### src/rtl/simplex8_pkg.sv
// Shared definitions for the Simplex8 unit-select path.
// Holds the code/line widths, the FSM state type of the request encoder,
// and the code-to-one-hot mapping used by the 3-to-8 select decoder.
package simplex8_pkg;

    localparam int CODE_W = 3;
    localparam int LINES  = 8;

    typedef enum logic {
        IDLE    = 1'b0,
        PRESENT = 1'b1
    } state_e;

    // Line bit (7-k) corresponds to code k: code 0 selects bit7.
    function automatic logic [LINES-1:0] code_to_onehot(input logic [CODE_W-1:0] k);
        logic [CODE_W-1:0] idx;
        idx = 3'd7 - k;
        return 8'b0000_0001 << idx;
    endfunction

endpackage

### src/rtl/prio_enc8.sv
// Fixed-priority encoder for the 8 pending request bits.
// Ports:
//   pending  in   8  request bitmap, bit7 highest priority
//   sel      out  3  code of the highest set bit (code k = 7 - bit index)
//   any      out  1  at least one bit set
// The bit-to-code mapping is the exact inverse of code_to_onehot().
module prio_enc8
    import simplex8_pkg::*;
(
    input  logic [LINES-1:0]  pending,
    output logic [CODE_W-1:0] sel,
    output logic              any
);

    always_comb begin
        sel = '0;
        any = |pending;
        // Ascending scan: a higher set bit overwrites a lower one.
        for (int i = 0; i < LINES; i++) begin
            if (pending[i]) begin
                sel = CODE_W'(LINES - 1 - i);
            end
        end
    end

endmodule

### src/rtl/req_encoder8_3.sv
// Request encoder: captures 8 request lines into a pending bitmap and
// presents them one at a time as a 3-bit code with a valid/ack handshake.
// Ports:
//   clk      in   1  system clock
//   rst      in   1  synchronous active-high reset
//   en       in   1  capture enable
//   req      in   8  request lines, bit (7-k) maps to code k
//   clr      in   1  synchronous clear of pending/handshake state
//   ack      in   1  consumer accepts presented code
//   code     out  3  presented code, stable while valid
//   valid    out  1  code is valid
//   pending  out  8  registered pending bitmap
//   busy     out  1  pending != 0 or valid
//
// state   | meaning
// IDLE    | nothing presented; load highest pending code when any bit set
// PRESENT | code frozen and valid until ack
module req_encoder8_3
    import simplex8_pkg::*;
#(
    parameter int EDGE = 1
)
(
    input  logic              clk,
    input  logic              rst,
    input  logic              en,
    input  logic [LINES-1:0]  req,
    input  logic              clr,
    input  logic              ack,
    output logic [CODE_W-1:0] code,
    output logic              valid,
    output logic [LINES-1:0]  pending,
    output logic              busy
);

    state_e            state_q, state_d;
    logic [LINES-1:0]  pending_q, pending_d;
    logic [LINES-1:0]  req_q;
    logic [CODE_W-1:0] code_q, code_d;
    logic              valid_q, valid_d;

    logic [LINES-1:0]  hit;
    logic [LINES-1:0]  served;
    logic [CODE_W-1:0] sel;
    logic              any;

    prio_enc8 u_prio (
        .pending (pending_q),
        .sel     (sel),
        .any     (any)
    );

    always_comb begin
        hit = '0;
        if (en) begin
            hit = (EDGE != 0) ? (req & ~req_q) : req;
        end
    end

    assign served = (valid_q && ack) ? code_to_onehot(code_q) : '0;

    // OR-ing hit last lets a same-cycle re-request win over the clear.
    assign pending_d = (pending_q & ~served) | hit;

    always_ff @(posedge clk) begin
        if (rst) begin
            state_q   <= IDLE;
            pending_q <= '0;
            req_q     <= '0;
            code_q    <= '0;
            valid_q   <= 1'b0;
        end else if (clr) begin
            state_q   <= IDLE;
            pending_q <= '0;
            // Keep tracking the lines so a held request does not re-fire.
            req_q     <= req;
            code_q    <= '0;
            valid_q   <= 1'b0;
        end else begin
            state_q   <= state_d;
            pending_q <= pending_d;
            req_q     <= req;
            code_q    <= code_d;
            valid_q   <= valid_d;
        end
    end

    always_comb begin
        state_d = state_q;
        case (state_q)
            IDLE:    if (any) state_d = PRESENT;
            PRESENT: if (ack) state_d = IDLE;
            default: state_d = IDLE;
        endcase
    end

    always_comb begin
        code_d  = code_q;
        valid_d = valid_q;
        case (state_q)
            IDLE: begin
                if (any) begin
                    code_d  = sel;
                    valid_d = 1'b1;
                end
            end
            PRESENT: begin
                // Code stays frozen even if a higher-priority bit arrives.
                if (ack) valid_d = 1'b0;
            end
            default: valid_d = 1'b0;
        endcase
    end

    assign code    = code_q;
    assign valid   = valid_q;
    assign pending = pending_q;
    assign busy    = (|pending_q) | valid_q;

endmodule

### config.mk
export PLATFORM = sky130hd
export DESIGN_NAME = req_encoder8_3
export DESIGN_NICKNAME = d
export VERILOG_FILES = /design/src/rtl/simplex8_pkg.sv /design/src/rtl/prio_enc8.sv /design/src/rtl/req_encoder8_3.sv
export SDC_FILE = /design/constraint.sdc
export NUM_CORES = 1
export LEC_CHECK = 0
export CAP_MARGIN = 10
export CORE_MARGIN = 2
export CORE_UTILIZATION = 35
export DETAILED_ROUTE_END_ITERATION = 10
export PLACE_DENSITY_LB_ADDON = 0.08
export REMOVE_ABC_BUFFERS = 1
export SETUP_SLACK_MARGIN = 0.3
export SLEW_MARGIN = 20
export SYNTH_ARGS = -nofsm -noshare
export SYNTH_HDL_FRONTEND = slang
export SYNTH_SLANG_ARGS = --single-unit
### constraint.sdc
create_clock -name clk -period 2.71 [get_ports clk]
set_input_delay 0.4065 -clock clk [delete_from_list [all_inputs] [get_ports clk]]
set_output_delay 0.4065 -clock clk [all_outputs]
set_load 0.005 [all_outputs]
==> flow_summary.ini, run 1 <==
[run_status]
status = complete, no violations

[detailed_routing]
firstDrtPassIters = 4
via_count = 711
wl_um = 1820
drt_iter0_drc = 8
wl_per_cell_um = 12.6
via_per_inst = 4.94
postRouteAntennaNets = 0
drcViolationCount = 0

[layout]
drive_gt1_frac = 0.0862
n_antenna_cell = 0
area_growth_pct = 36.5
final_net_count = 130

[clocking]
cts.htree.levels = 1
cts_hold_buf = 0
cts_buffers = 3
cts.path.max_buffers = 2
clock_latency_ns = 0.30
root_buffer = clkbuf_4
clk_transition_reported_paths_ns = 0.12
clock-sinks = 21
cts_tree = built
cts_post_setup_buffers_inserted = 0
cts_resized = 0

[setup_path]
crit_required_ns = 2.30
max_stage_delay_ns = 0.44
start_kind = flop
cp_data_arrival_time_ns = 1.87
critPathKind = flop to output pin
crit_buf_inv = 1
crit_chain = nor4_4 -> nand2_1 -> or2_1 -> clkdlybuf4s50_1
endpoint_kind = output pin
critPathTopFamily = simple AND/OR/NAND/NOR gates
crit_fanout = 5
worst_path_max_delay_cell = clkdlybuf4s50_1

[floorplan]
start_util = 0.378
ioPinCount = 26
die_height_um = 53.6
placeableCoreArea_mm2 = 0.00228
core.rowCount = 17
die_x_um = 53.6
dieArea_mm2 = 0.00287

[yosys]
ys_ff_latch = 21
yosysWarnings = 0
netlist_top_cells_area = dfxtp_1 49%, nand3b_1 8.7%, nor2b_1 6.5%, a21oi_1 5.2%, nor4_4 4.9%
synth.avg_cell_area_um2 = 9.78
ys_seq_area_frac = 0.488
synthCells = 88
yosysTopAreaCell = dfxtp_1
synth_top_area_frac = 0.488
netlist_area_um2 = 861
synth_cell_types = 25

[timing]
slew_headroom = 0.731
fin_crit_sh = 0.839
skew_ns = 0.000574
finalCriticalPeriod_ns = 2.27
setup_tns_ns = 0
hold_violations = 0
setup_viol = 0
worst_pin_slew_ns = 0.403
fmax_mhz = 440
slew_violations = 0
rsz0062_at_grt = false

[global_route]
grt_max_degree = 14
antenna_found_initial = 0
grt-ovfl-total = 0
grt_pass1_wl_um = 3060
grt_pass1_vias = 667
grt_usage = 0.151

[pwr]
p_leak_uw = 0.000418
power.total_uw = 581
powerDensity_mw_per_mm2 = 494
irDropWorstVdd_mv = 0.389

[placed_design]
place_congestion = 0.786
place_hpwl_um = 1470
numPortBuffers = 25

[worst_hold_path]
worstHoldPathType = flop to flop

[flow_run]
max_cap_violations = 0
## where the power goes
part / internal (µW) / leakage, µW / switching [µW]
registers: 322 / 0.000172 / 11.8
clock network: 56.2 / 0.0000139 / 99.0
logic: 56.7 / 0.000231 / 34.9
## per-layer routing
| layer | track usage | up-vias | part of all wire | wire length (µm) |
|---|---|---|---|---|
| met1 | 0.199 | 319 | 0.47 | 847 |
| met5 | 0 | - | 0 | 0 |
| met3 | 0.0583 | 2 | 0.060 | 109 |
| li1 | - | 374 | - | - |
| met2 | 0.228 | 16 | 0.47 | 848 |
| met4 | 0.0470 | 0 | 0.0066 | 12 |
## kinds of logic after synthesis
group           synth area share
compound gates             0.186
buf+inv                   0.0102
simple gates               0.315
flops                      0.488
## state kept, by name (all words and copies together) (netlist names)
name and count:
code 3, valid 1, req_q 8, pending 8, state_q 1
## area by class of cell
class | instances | area, µm²
Timing Repair Buffer | 26 | 258
Clock buffer | 3 | 22.5
Multi-Input combinational cell | 65 | 432
Tap cell | 28 | 35.0
Sequential cell | 21 | 420
Clock inverter | 1 | 7.51
Fill cell | 227 | 1100
## synth_stat cells
cell / n
nor3_1: 2
nor2_1: 5
a21oi_1: 9
nand3_1: 1
or3b_1: 1
nor2b_1: 9
nand2b_4: 1
or2_1: 2
o211a_1: 1
o21ai_1: 2
buf_1: 1
a21oi_2: 2
dfxtp_1: 21
nand2b_1: 1
o21ai_0: 7
nand3b_1: 10
a211oi_1: 1
nor4_4: 2
o21a_1: 1
nand2_1: 4
o31ai_1: 1
buf_2: 1
and2b_1: 1
o221a_1: 1
o311ai_0: 1
## through the flow
step,utilization,worst slack [ns],hold slack [ns],cell area (µm²),instances
detailed placement,0.503,0.782,0.486,1140,140
floorplan,-,1.28,0.471,852,86
global route,0.516,0.344,0.534,1170,144
finish,0.516,0.437,0.503,1170,144
global placement,0.503,0.810,0.483,1140,140
CTS,0.516,0.425,0.505,1170,144
## worst min-delay path, stage by stage, from the launching register on
cell	delay, ns
dfxtp_1	0.32
nand3b_1	0.09
a21oi_1	0.06
## layout by cell type (no fill, tap or decap), drive strengths merged
cell type       n
a211oi          1
a21oi          11
and2b           1
buf             1
clkbuf          3
clkdlybuf4s50  25
clkinvlp        1
dfxtp          21
nand2           4
nand2b          2
nand3           1
nand3b         10
nor2            5
nor2b           9
nor3            2
nor4            2
o211a           1
o21a            1
o21ai           9
o221a           1
o311ai          1
o31ai           1
or2             2
or3b            1
## path summary, 6_finish.rpt
kind | startpoint | slack (ns) | cells past startpoint | to
max | pending[3]$_SDFF_PP0_ | 0.44 | 4 | busy
min | req_q[5]$_SDFF_PP0_ | 0.50 | 2 | pending[5]$_SDFF_PP0_
max reg2reg | pending[1]$_SDFF_PP0_ | 1.44 | 4 | code[0]$_SDFFE_PP0P_
min reg2reg | req_q[5]$_SDFF_PP0_ | 0.50 | 2 | pending[5]$_SDFF_PP0_
Power figures use the tool's default switching activity.
==> inputs of run 2 (changes only) <==
- clock period: 2.71 -> 2.3 ns (I/O delays scaled with it)
==> run 2 against run 1 <==
Via count grew 16%. Clock-buffer cell count stayed put. First-iteration DRC count up 140%. Die area is the same. Sequential power rose by 17%. Largest power group unchanged.
==> flow_summary.ini, run 2 (same netlist as run 1, synthesis figures left out) <==
[detailed_routing]
wl_um = 2210
firstDrtPassIters = 4
drcViolationCount = 0
wl_per_cell_um = 14.2
postRouteAntennaNets = 0
drt_iter0_drc = 19
via_per_inst = 5.28
via_count = 824

[floorplan]
start_util = 0.378
dieArea_mm2 = 0.00287
die_height_um = 53.6
placeableCoreArea_mm2 = 0.00228
ioPinCount = 26
core.rowCount = 17
die_x_um = 53.6

[setup_path]
crit_fanout = 6
startpoint = pending[5]$_SDFF_PP0_
start_kind = flop
crit_required_ns = 2.52
reg2regPathDepth = 11
crit_chain = nor4_4 -> nand2_1 -> buf_4 -> buf_6 -> buf_6 -> buf_6 -> buf_6 -> buf_6 -> buf_6 -> buf_6 -> o211a_1
cp_common_cell = buf_6
crit_buf_inv = 8
endpoint_kind = flop
worst_path_max_delay_cell = dfxtp_4
max_stage_delay_ns = 0.39
critPathTopFamily = buffers and inverters
critPathKind = flop to flop
cp_data_arrival_time_ns = 2.17
r2r-start = pending[5]$_SDFF_PP0_
r2r_end = state_q$_SDFF_PP0_
r2r_slack_ns = 0.35

[pwr]
power_frac_seq = 0.524
pwr-share-comb = 0.224
clock_power_share = 0.252
p_leak_uw = 0.000488
powerDensity_mw_per_mm2 = 573
p_int_uw = 553
power.total_uw = 748
power.share.switching = 0.260
p_switching_uw = 195
irDropWorstVdd_mv = 0.416

[clocking]
cts.path.max_buffers = 2
clock_latency_ns = 0.31
cts_tree = built
root_buffer = clkbuf_4
cts_hold_buf = 0
clk_transition_reported_paths_ns = 0.12
clock-sinks = 21
cts_buffers = 3
cts.htree.levels = 1

[timing]
worst_pin_slew_ns = 0.337
setup_tns_ns = 0
fin_crit_sh = 0.847
rsz0062_at_grt = true
slew_headroom = 0.773
fmax_mhz = 513
slew_violations = 0
skew_ns = 0.00155
setup_viol = 0
fin_ws_ns = 0.352
hold_violations = 0
finalCriticalPeriod_ns = 1.95

[global_route]
grt-ovfl-total = 0
grt_pass1_wl_um = 3420
grt_pass1_vias = 728
grt_max_degree = 14
antenna_found_initial = 0
grt_usage = 0.169

[layout]
num-fill-cells = 205
final_cell_mix = 24 x clkdlybuf4s50_1, 16 x dfxtp_1, 10 x nand3b_1
area_growth_pct = 51.6
final_common_cell = clkdlybuf4s50_1
final_net_count = 142
n_antenna_cell = 0
drive_gt1_frac = 0.211

[worst_hold_path]
hold_end = pending[7]$_SDFF_PP0_
worstHoldPathType = flop to flop
min-delay-start = req_q[7]$_SDFF_PP0_
hold_depth = 2

[placed_design]
place_congestion = 0.786
place_hpwl_um = 1500
place_ws_ns = 0.445
numPortBuffers = 25

[run_status]
status = complete, no violations

[flow_run]
max_cap_violations = 0
==> run 2: cell count changes in the layout (fill, tap and decap cells not counted) <==
cell	change
clkdlybuf4s15_1	+1
buf_6	+7
dfxtp_4	+3
buf_4	+5
dfxtp_1	-5
clkdlybuf4s50_1	-1
dfxtp_2	+2
==> run 2: worst max path at each step <==
stage / end / slack, ns / cells past startpoint
after CTS: state_q$_SDFF_PP0_ / 0.32 / 11
after global placement: busy / 0.46 / 4
after detailed placement: busy / 0.45 / 4
final: state_q$_SDFF_PP0_ / 0.35 / 11
after global routing: state_q$_SDFF_PP0_ / 0.29 / 11
after floorplan: busy / 0.94 / 3
==> run 2: timing repair <==
action,4_1_cts,5_1_grt
pin swaps,3,3
endpoints found under the setup margin,1,2
buffers inserted,11,0
gates resized for setup,6,11
==> run 2: tightest hold or removal path, cell delays in order (launching register included) <==
cell      delay [ns]
dfxtp_1         0.32
nand3b_1        0.09
a21oi_1         0.06
==> run 2: layer usage <==
layer | track usage | share of wire | vias to the layer above
li1 | - | - | 400
met1 | 0.207 | 0.42 | 376
met2 | 0.282 | 0.48 | 44
met3 | 0.0611 | 0.083 | 4
met4 | 0.0427 | 0.016 | 0
met5 | 0 | 0 | -
==> run 2: stage by stage <==
step	instances	hold WS [ns]	instance area [µm²]	util
6_report	156	0.493	1310	0.573
2_1_floorplan	86	0.417	852	-
3_3_place_gp	141	0.483	1150	0.506
3_5_place_dp	141	0.484	1150	0.506
5_1_grt	156	0.525	1310	0.573
4_1_cts	156	0.497	1270	0.559
==> run 2: layout make-up <==
type,count,area [µm²],share of cell area
sequential,21,434,0.333
multi-input combinational,65,432,0.331
timing repair buffer,38,374,0.287
tap,28,35.0,0.0268
clock buffer,3,22.5,0.0173
clock inverter,1,7.51,0.00575
==> run 2: power by group through the flow <==
stage / Clock (µW) / Combinational (µW) / Sequential, µW
floorplan: 0 / 50.9 / 401
global placement: 0 / 111 / 401
detailed placement: 0 / 111 / 402
CTS: 197 / 146 / 393
global route: 216 / 179 / 395
finish: 188 / 168 / 392
==> inputs of run 3 (changes only) <==
- clock period: 2.3 -> 1.6 ns (I/O delays scaled with it)
==> run 3 against run 2 <==
The flow now finishes with violations (negative setup slack). Flip-flop and latch count did not move. First-iteration DRC count decreased by 16%. Global-route usage rose by 1.5 points. Non-clock buffer count rose by 8. Highest routed layer unchanged.
==> flow_summary.ini, run 3 (same netlist as run 1, synthesis figures left out) <==
[run_status]
status = finished, violations left
violations = negative setup slack

[layout]
design_area_mm2 = 0.00138
drive_gt1_frac = 0.368
num-fill-cells = 201
final_common_cell = buf_4
area_growth_pct = 60.2
n_antenna_cell = 0
final_net_count = 150
final_util = 0.606
final_cell_mix = 16 x buf_4, 12 x clkdlybuf4s50_1, 10 x nand3b_1

[detailed_routing]
via_count = 825
firstDrtPassIters = 4
m1WireLength_um = 977
wl_per_cell_um = 13.7
wl_met3_um = 124
postRouteAntennaNets = 0
wl_um = 2240
via_per_inst = 5.03
drt_iter0_drc = 16
drcViolationCount = 0
route.met2.wl_um = 1080
top_layer_used = met4

[global_route]
grt_pass1_wl_um = 3640
grt-ovfl-total = 0
grt_max_degree = 14
grt_pass1_vias = 806
grt_usage = 0.184
antenna_found_initial = 0

[floorplan]
ioPinCount = 26
core.rowCount = 17
placeableCoreArea_mm2 = 0.00228
die_x_um = 53.6
start_util = 0.378
die_height_um = 53.6
dieArea_mm2 = 0.00287

[timing]
fin_ws_ns = -0.0397
skew_ns = 0.00526
worst_pin_slew_ns = 0.285
finalCriticalPeriod_ns = 1.64
rsz0062_at_grt = true
slew_violations = 0
setup_viol = 1
fmax_mhz = 610
slew_headroom = 0.810
hold_violations = 0
hold_slack_ns = 0.493
fin_crit_sh = 1.02

[worst_hold_path]
worstHoldPathType = flop to flop

[setup_path]
endpoint_kind = output pin
critPathKind = flop to output pin
start_kind = flop
crit_required_ns = 1.36
cp_data_arrival_time_ns = 1.40
crit_fanout = 2

[clocking]
clk_transition_reported_paths_ns = 0.12
cts.htree.levels = 1
clock-sinks = 21
root_buffer = clkbuf_4
cts.path.max_buffers = 2
cts_buffers = 3
clock_latency_ns = 0.32
cts_tree = built

[placed_design]
numPortBuffers = 25
place_congestion = 0.880
placed_area_mm2 = 0.00124
place_hpwl_um = 1650

[pwr]
powerDensity_mw_per_mm2 = 770
p_leak_uw = 0.000559
irDropWorstVdd_mv = 0.692

[flow_run]
max_cap_violations = 0
run 3: changes by cell type in the layout (fill, tap and decap cells not counted), moves of 2 or more:
cell	previous run	this run
buf_4	6	16
buf_6	7	5
clkbuf_2	0	2
clkdlybuf4s15_1	1	6
clkdlybuf4s50_1	24	12
dfxtp_1	16	9
dfxtp_2	2	9
dlygate4sd2_1	0	4
o21ai_2	0	2
run 3: power breakdown:
group          total (µW)  switching (µW)  internal (µW)
registers             559            15.5            544
clock network         274             179           95.5
logic                 229            89.8            139
total                1060             284            778
run 3: repair_timing:
action / 4_1_cts / 5_1_grt
cloned: 0 / 0
hold buffers: 0 / 0
setup endpoints to repair: 14 / 11
resized for setup: 39 / 15
buffers inserted: 5 / 2
pin swaps: 4 / 5
run 3: cell type report:
cell class / count / area, µm² / share of cell area
multi-input combinational: 65 / 464 / 0.337
sequential: 21 / 443 / 0.321
timing repair buffer: 46 / 407 / 0.295
tap: 28 / 35.0 / 0.0254
clock buffer: 3 / 22.5 / 0.0163
clock inverter: 1 / 7.51 / 0.00544
run 3: through the flow:
step	cells	setup WS, ns	power [µW]	setup TNS, ns
after global placement	153	-0.00299	760	-0.00299
after detailed placement	153	-0.0278	763	-0.0278
final	164	-0.0397	1060	-0.0397
after global routing	164	-0.116	1110	-0.116
after CTS	162	-0.0835	1040	-0.0835
after floorplan	86	0.341	649	0
run 3: worst max-delay path, cell delays in order, from the launching register on:
cell and delay, ns:
dfxtp_2 0.35, nor4_4 0.29, nand2_1 0.10, or2_1 0.22, buf_2 0.12
run 3: path summary, 6_finish.rpt:
kind	end	from	slack [ns]	cells past startpoint
min	pending[1]$_SDFF_PP0_	req_q[1]$_SDFF_PP0_	0.49	2
max reg2reg	state_q$_SDFF_PP0_	pending[3]$_SDFF_PP0_	0.24	6
min reg2reg	pending[1]$_SDFF_PP0_	req_q[1]$_SDFF_PP0_	0.49	2
max	busy	pending[3]$_SDFF_PP0_	-0.04	4
run 3: metal layers:
| metal | GRT usage | vias to the layer above |
|---|---|---|
| met4 | 0.0983 | 0 |
| met3 | 0.0500 | 6 |
| met2 | 0.309 | 23 |
| li1 | - | 412 |
| met5 | 0 | - |
| met1 | 0.214 | 384 |
